## src/rtl/exe_mdu.sv

```systemverilog
// Multi-cycle multiply/divide unit for the EXE stage. Owns HI/LO and stalls the
// pipeline while a multiply (1 extra cycle) or radix-2 restoring divide (32 steps) runs.
module exe_mdu #(
    parameter int unsigned DIV_CYCLES = 32
) (
    input  logic        clk,
    input  logic        rst,
    input  logic [2:0]  EXE_MDUOp,
    input  logic [31:0] EXE_ResultA,
    input  logic [31:0] EXE_ResultB,
    input  logic        EXE_Flush,
    output logic        EXE_Stall,
    output logic [31:0] EXE_HI,
    output logic [31:0] EXE_LO
);

    localparam logic [2:0] OpMult  = 3'd1;
    localparam logic [2:0] OpMultu = 3'd2;
    localparam logic [2:0] OpDiv   = 3'd3;
    localparam logic [2:0] OpDivu  = 3'd4;
    localparam logic [2:0] OpMthi  = 3'd5;
    localparam logic [2:0] OpMtlo  = 3'd6;
    localparam logic [4:0] LastIter = 5'(DIV_CYCLES - 1);

    typedef enum logic [1:0] {StIdle, StMul, StDiv} state_e;

    state_e      state_q, state_d;
    logic [31:0] hi_q, hi_d, lo_q, lo_d;
    // a_q: multiplicand, or dividend shifting out while quotient bits shift in
    logic [31:0] a_q, a_d, b_q, b_d, rem_q, rem_d;
    logic [4:0]  cnt_q, cnt_d;
    logic        sgn_q, sgn_d, qsign_q, qsign_d, rsign_q, rsign_d;

    logic        start, div_signed;
    logic [63:0] ext_a, ext_b, prod;
    logic [32:0] rem_shift;
    logic        ge;
    logic [31:0] diff, rem_next, quo_next;

    assign start = (state_q == StIdle) && !EXE_Flush &&
                   (EXE_MDUOp >= OpMult) && (EXE_MDUOp <= OpDivu);
    assign div_signed = (EXE_MDUOp == OpDiv);

    assign ext_a = {{32{sgn_q & a_q[31]}}, a_q};
    assign ext_b = {{32{sgn_q & b_q[31]}}, b_q};
    assign prod  = ext_a * ext_b;

    assign rem_shift = {rem_q, a_q[31]};
    assign ge        = rem_shift >= {1'b0, b_q};
    assign diff      = rem_shift[31:0] - b_q;
    assign rem_next  = ge ? diff : rem_shift[31:0];
    assign quo_next  = {a_q[30:0], ge};

    assign EXE_Stall = !rst && !EXE_Flush &&
                       ((start) || (state_q == StDiv && cnt_q != LastIter));
    assign EXE_HI = hi_q;
    assign EXE_LO = lo_q;

    always_comb begin
        state_d = state_q;
        hi_d    = hi_q;
        lo_d    = lo_q;
        a_d     = a_q;
        b_d     = b_q;
        rem_d   = rem_q;
        cnt_d   = cnt_q;
        sgn_d   = sgn_q;
        qsign_d = qsign_q;
        rsign_d = rsign_q;
        unique case (state_q)
            StIdle: begin
                if (!EXE_Flush) begin
                    case (EXE_MDUOp)
                        OpMult, OpMultu: begin
                            state_d = StMul;
                            a_d     = EXE_ResultA;
                            b_d     = EXE_ResultB;
                            sgn_d   = (EXE_MDUOp == OpMult);
                        end
                        OpDiv, OpDivu: begin
                            state_d = StDiv;
                            a_d = (div_signed && EXE_ResultA[31]) ? -EXE_ResultA : EXE_ResultA;
                            b_d = (div_signed && EXE_ResultB[31]) ? -EXE_ResultB : EXE_ResultB;
                            // Zero divisor keeps the all-ones quotient unnegated
                            qsign_d = div_signed && (EXE_ResultA[31] ^ EXE_ResultB[31]) &&
                                      (EXE_ResultB != 32'd0);
                            rsign_d = div_signed && EXE_ResultA[31];
                            rem_d   = 32'd0;
                            cnt_d   = 5'd0;
                        end
                        OpMthi:  hi_d = EXE_ResultA;
                        OpMtlo:  lo_d = EXE_ResultA;
                        default: ;
                    endcase
                end
            end
            StMul: begin
                state_d = StIdle;
                if (!EXE_Flush) begin
                    {hi_d, lo_d} = prod;
                end
            end
            StDiv: begin
                if (EXE_Flush) begin
                    state_d = StIdle;
                end else begin
                    rem_d = rem_next;
                    a_d   = quo_next;
                    cnt_d = cnt_q + 5'd1;
                    if (cnt_q == LastIter) begin
                        lo_d    = qsign_q ? -quo_next : quo_next;
                        hi_d    = rsign_q ? -rem_next : rem_next;
                        state_d = StIdle;
                    end
                end
            end
            default: state_d = StIdle;
        endcase
    end

    always_ff @(posedge clk) begin
        if (rst) begin
            state_q <= StIdle;
            hi_q    <= 32'd0;
            lo_q    <= 32'd0;
            a_q     <= 32'd0;
            b_q     <= 32'd0;
            rem_q   <= 32'd0;
            cnt_q   <= 5'd0;
            sgn_q   <= 1'b0;
            qsign_q <= 1'b0;
            rsign_q <= 1'b0;
        end else begin
            state_q <= state_d;
            hi_q    <= hi_d;
            lo_q    <= lo_d;
            a_q     <= a_d;
            b_q     <= b_d;
            rem_q   <= rem_d;
            cnt_q   <= cnt_d;
            sgn_q   <= sgn_d;
            qsign_q <= qsign_d;
            rsign_q <= rsign_d;
        end
    end

endmodule
```

## config.mk

```make
export PLATFORM = sky130hd
export DESIGN_NAME = exe_mdu
export DESIGN_NICKNAME = d
export VERILOG_FILES = /design/src/rtl/exe_mdu.sv
export SDC_FILE = /design/constraint.sdc
export NUM_CORES = 2
export LEC_CHECK = 0
export BUFFER_PORTS_ARGS = -buffer_cell sky130_fd_sc_hd__buf_4
export CAP_MARGIN = 20
export CORE_ASPECT_RATIO = 1.5
export CORE_MARGIN = 2
export CORE_UTILIZATION = 45
export CTS_CLUSTER_SIZE = 30
export DETAILED_ROUTE_END_ITERATION = 8
export PLACE_DENSITY_LB_ADDON = 0.15
export RECOVER_POWER = 25
export SLEW_MARGIN = 20
export SYNTH_ARGS = -nofsm -noshare
export SYNTH_HDL_FRONTEND = slang
export SYNTH_SLANG_ARGS = --single-unit
```

## constraint.sdc

```tcl
create_clock -name clk -period 12 [get_ports clk]
set_input_delay 1.8 -clock clk [delete_from_list [all_inputs] [get_ports clk]]
set_output_delay 1.8 -clock clk [all_outputs]
set_load 0.02 [all_outputs]
```

=== After elaboration in Yosys (flattened, before gate mapping) ===
Index checks and enable logic that the tools add are counted.

* Register bits: 170
* Input bits: 70
* Output and inout bits: 65

* Add/sub/neg operators: 6
* Multipliers: 1
* $lt $le $gt $ge: 3
* Eq/ne operators: 19
* Muxes and demuxes: 35
* Bitwise gates (word level): 4
* Reductions and logical operators: 28

{| class="wikitable"
|+ Operator list
! operator !! count
|-
| 32-bit two-way mux || 20
|-
| 32-bit case mux with 2 select lines || 4
|-
| 32-bit case mux with 3 select lines || 2
|-
| 32-bit negation || 4
|-
| 33-bit by 33-bit multiplier with 64-bit output || 1
|-
| 33-bit by 32-bit greater-or-equal comparator with 1-bit output || 1
|-
| 32-bit nonzero test || 1
|-
| 32-bit subtractor || 1
|-
| 5-bit two-way mux || 3
|-
| 3-bit AND reduction || 4
|-
| 6-bit AND reduction || 2
|-
| 1-bit logical AND || 10
|-
| 5-bit case mux with 2 select lines || 1
|-
| 3-bit == test (second input constant) || 3
|-
| 2-bit by 1-bit != test with 1-bit output (second input constant) || 4
|-
| 2-bit case mux with 2 select lines || 2
|-
| 4-bit AND reduction || 2
|-
| 3-bit by 2-bit == test with 1-bit output (second input constant) || 2
|-
| 2-bit two-way mux || 3
|-
| 2-bit != test (second input constant) || 3
|-
| 5-bit by 1-bit adder with 5-bit output (second input constant) || 1
|-
| 5-bit == test (second input constant) || 1
|-
| 5-bit != test (second input constant) || 1
|-
| 2-bit nonzero test || 2
|-
| other kinds (15) || 18
|}

=== Longest topological paths before layout ===
* Word-level depth: 7
* Mapped depth: 33
* Gate-level depth less buffers: 30

=== Worst setup path before layout ===
Ideal clock, no wire load.

* Path type: register -> register
* From: reg a_q[31]
* To: reg hi_q[24] (netlist: EXE_HI[24])
* Setup time: 0.114 ns
* Arrival: 8.015 ns
* Data required time: 11.886 ns
* Setup slack: 3.870 ns
* Cell stages (with the launch flop): 30
* Clock period less this slack: 8.130 ns
* Cells stage by stage: dfxtp_1 and2_1 clkbuf_1 nand2_1 inv_1 fa_1 inv_1 fa_1 inv_1 fa_1 fa_1 fa_1 fa_1 fa_1 inv_1 fa_1 inv_1 ha_1 a21o_1 a31o_2 a221oi_1 nor3b_1 a211oi_1 a31oi_1 o21ai_1 o31ai_1 a221oi_1 xnor2_1 a221oi_1 a2111oi_0

* Word-level cells in the longest chain between the ends: 7

{| class="wikitable"
|+ Ends and longest elaborated chain
! item !! line !! source
|-
| start: declaration || 30 || <nowiki>logic [31:0] a_q, a_d, b_q, b_d, rem_q, rem_d;</nowiki>
|-
| start signal: assignment || 126 || <nowiki>a_q <= 32'd0;</nowiki>
|-
| start signal: assignment || 137 || <nowiki>a_q <= a_d;</nowiki>
|-
| 32-bit subtractor / 33-bit by 32-bit greater-or-equal comparator with 1-bit output (equally long branches) || 50, 49 ||
|-
| 32-bit two-way mux || 51 || <nowiki>assign rem_next = ge ? diff : rem_shift[31:0];</nowiki>
|-
| 32-bit negation || 112 || <nowiki>hi_d = rsign_q ? -rem_next : rem_next;</nowiki>
|-
| 32-bit two-way mux || 112 ||
|-
| 32-bit two-way mux || 110 || <nowiki>if (cnt_q == LastIter) begin</nowiki>
|-
| 32-bit two-way mux || 104 || <nowiki>if (EXE_Flush) begin</nowiki>
|-
| 32-bit case mux with 3 select lines (*) || 70 || <nowiki>unique case (state_q)</nowiki>
|-
| end signal: assignment || 135 || <nowiki>hi_q <= hi_d;</nowiki>
|-
| end: declaration || 28 || <nowiki>logic [31:0] hi_q, hi_d, lo_q, lo_d;</nowiki>
|}

Mark *: on every way between the ends. The rest lies on a longest branch, timed or not. The select of a mux whose other input is x is not followed.
A chain may end at the register's enable or synchronous reset.

=== Worst setup path in the final report ===
* From: reg a_q[10]
* To: reg hi_q[24] (netlist: EXE_HI[24])

* Word-level cells in the longest chain between the ends: 3

{| class="wikitable"
|+ Ends and longest elaborated chain
! item !! line !! source
|-
| 33-bit by 33-bit multiplier with 64-bit output || 46 || <nowiki>assign prod = ext_a * ext_b;</nowiki>
|-
| 32-bit two-way mux || 99 || <nowiki>if (!EXE_Flush) begin</nowiki>
|-
| 32-bit case mux with 3 select lines || 70 ||
|}

Every way passes these cells. The select of a mux whose other input is x is not followed.

==> qor.txt <==
Clk network pwr share - 17.4%
fillcell total - 11.2k
crit path max fanout - 23
Synth Area in Simple Gates - 16.9%
Worst R2R Start - a_q[10]
CTS tree - built
Compound-Gate Fraction of Synth Area - 9.85%
# H-tree levels - 4
met1 usage - 37.8%
Leak - 0.0249 uW
hold-fix buffer count after cts - 0
Post-synth top cells - inv_1, fa_1, nand2_1
clock-pin slew on the worst setup and hold paths - 0.08 ns
Boundary Pins - 135
vias in the first global route - 44.4k
WL/cell - 23.8 um
Max clock buf depth - 2
TritonCTS Buffers - 17
CP max stage cell - dfxtp_1
Slew Viols, Final - 77
most common flop cell mapped by yosys - dfxtp_1
drt first pass iters - 8
Comb power frac - 63.4%
Hold Fails Final Rpt - 0
Critical Path RT - 12.35 ns
final cycle utilization of the critical path - 82.0%
Total GRT Usage - 31.2%
number of synthesized flops with an enable pin - 0
Non-Filler Instances - 7302
crit start category - flop
drt total wl - 174000 um
Die H - 414 um
CTS Sinks - 170
vias post-DR - 41.2k
Sw Share - 54.4%
min-delay worst type - flop to flop
flop2flop setup slack - 2.16 ns
Mapped Cells - 5964
Most common cell on crit path - fa_1
M2 GR Usage - 55.0%
Die Wd - 278 um
RR Endpoint - EXE_HI[24]
Final Setup Violations - 0
row count - 150
Power Total - 3540 uW
residual DRC count - 0
Int Pwr - 1620 uW
total grt overflow - 0
cell depth of the worst hold path - 2
Post-Place Cells - 7268
switching power - 1930 uW
sequential power share - 19.2%
met3 Use GR - 3.65%
Fin Setup TNS - 0 ns
Core ar. - 0.111 mm2
post-detail-place hpwl - 142000 um
Worst Skew - 0.0207 ns
clock root cell - clkbuf_16
maximum clock frequency - 102 MHz
Max Cap Violations - 1
Yosys reg bits - 170
post-synth cell types - 91
placed instance area - 0.0527 mm2
Synth top area share - 44.6%
reg2reg path depth - 28
Layout Nets - 7293
first-pass GRT wire length - 270000 um
initial core utilization - 45.3%
Max VDD drop - 0.115 mV
leading area contributor after synthesis - fa_1
failing checks - capacitance limit, slew limit
RSZ-0062 raised after global routing - no
post-synthesis mux area share - 0.394%
relative slew slack - -109%
main combinational cell family by area after synthesis - adder cells
clk_lat worst skew - 0.48 ns
Worst Hold Path EP - EXE_LO[23]
CTS resizes - 0
vias per inst - 5.64
largest net degree at the start of global routing - 101
Syn. warnings - 0
antenna viol nets, final - 0
Mapped Avg Cell Area - 8.47 um2
critical path type - flop to flop
Area Overhead vs Synth - 5.08%
Least-Margin Pin Slew - 3.14 ns
initial antenna violation count - 1
total die area - 0.115 mm2
busiest layer in global routing - met2
most frequent cell after synthesis - inv_1
initial DRC count - 3025
ys async rst share - 0%
Mapped Area - 0.0505 mm2
GPL Wtd Cong - 1.01
power per cell area - 66.8 mW/mm2
setup bufs post-CTS - 0
HP Start - EXE_LO[23]
CP max stage delay - 0.84 ns
Seq/Total Area, Yosys - 6.74%
synth top area cells - fa_1, inv_1, nand2_1, dfxtp_1, ha_1
Syn Nets - 7414
Post-Layout Inst Area - 0.0531 mm2
PortBufs - 134
CP endpoint kind - flop
Post-Route Utilization - 47.6%
Final min period - 9.84 ns
status - finished with violations
share of layout cells above drive strength 1 - 4.59%
CP arrival - 10.18 ns
adder-cell share of the synthesized area - 50.9%
area share of xor/xnor cells in the synthesized design - 3.50%
## cell usage in the layout, fill, tap and decap left out, drive strengths merged, types with 15 or more instances in the layout
cell,count
clkbuf,74
buf,179
xnor2,132
a221oi,37
a21o,47
o41ai,16
a311oi,19
nor3,46
nor2,326
a31oi,21
nor4,18
nand4,18
and2,317
a211oi,56
a22oi,28
xor2,70
nand3,44
a2111oi,15
ha,254
or3,34
dfxtp,170
or2,17
nand2b,23
o21ai,146
nand2,958
and3,36
a21oi,229
inv,1191
fa,1126
o31ai,28
## layout make-up
cell class | instances | area, um2 | area share [%]
multi-input combinational | 4232 | 41200 | 77.7
inverter | 1187 | 4460 | 8.39
sequential | 170 | 3410 | 6.42
tap | 1444 | 1810 | 3.40
timing repair buffer | 235 | 1560 | 2.93
clock buffer | 18 | 429 | 0.809
clock inverter | 14 | 175 | 0.330
antenna | 2 | 5.00 | 0.00943
## metrics by stage
step / hold slack (ns) / setup slack (ns)
2_1_floorplan: 0.449 / 3.87
3_3_place_gp: 0.445 / 2.55
3_5_place_dp: 0.448 / 2.46
4_1_cts: 0.461 / 2.34
5_1_grt: 0.478 / 1.62
6_report: 0.458 / 2.16
## flip-flops by register name (all words and copies together), names as in the netlist
register  count
sgn_q         1
b_q          32
rem_q        32
EXE_LO       32
state_q       2
qsign_q       1
EXE_HI       32
cnt_q         5
a_q          32
rsign_q       1
## power groups by stage
stage	combinational, uW	clock [uW]	sequential, uW
2_1_floorplan	1380	0	660
3_3_place_gp	2220	0	693
3_5_place_dp	2220	0	693
4_1_cts	2240	616	680
5_1_grt	2450	635	686
6_report	2250	615	682
## worst max path at each step
stage,to,start,cells after the start,slack (ns)
final,EXE_HI[24],a_q[10],28,2.16
after global routing,EXE_HI[24],a_q[10],28,1.62
after CTS,EXE_HI[24],a_q[10],28,2.34
after detailed placement,EXE_HI[24],b_q[17],28,2.46
after global placement,EXE_HI[24],a_q[10],28,2.55
after floorplan,EXE_HI[24],a_q[31],29,3.87
## cells by family (layout without fill, tap and decap cells)
group,after synthesis,count (layout)
AOI/OAI and AO/OA,747,747
buffers and inverters,1562,1454
xor gates and xnor gates,202,202
DFF,170,170
muxes,19,19
adders and majority gates,1380,1380
other,0,2
and+or+nand+nor,1884,1884
## layer usage
metal	routed length (um)	up-vias
met5	13	-
met4	10100	2
met3	10300	414
met2	88300	1509
met1	65300	21328
li1	-	17931
## critical path: cells and delay by family (launching register included)
family,cells,cell delay (ns)
buffers and inverters,6,0.69
AOI/OAI and AO/OA,8,2.83
xor gates and xnor gates,1,0.20
and+or+nand+nor,4,0.59
DFF,1,0.84
adders and majority gates,9,4.50
Note: power is estimated with default switching activity, not from simulation.
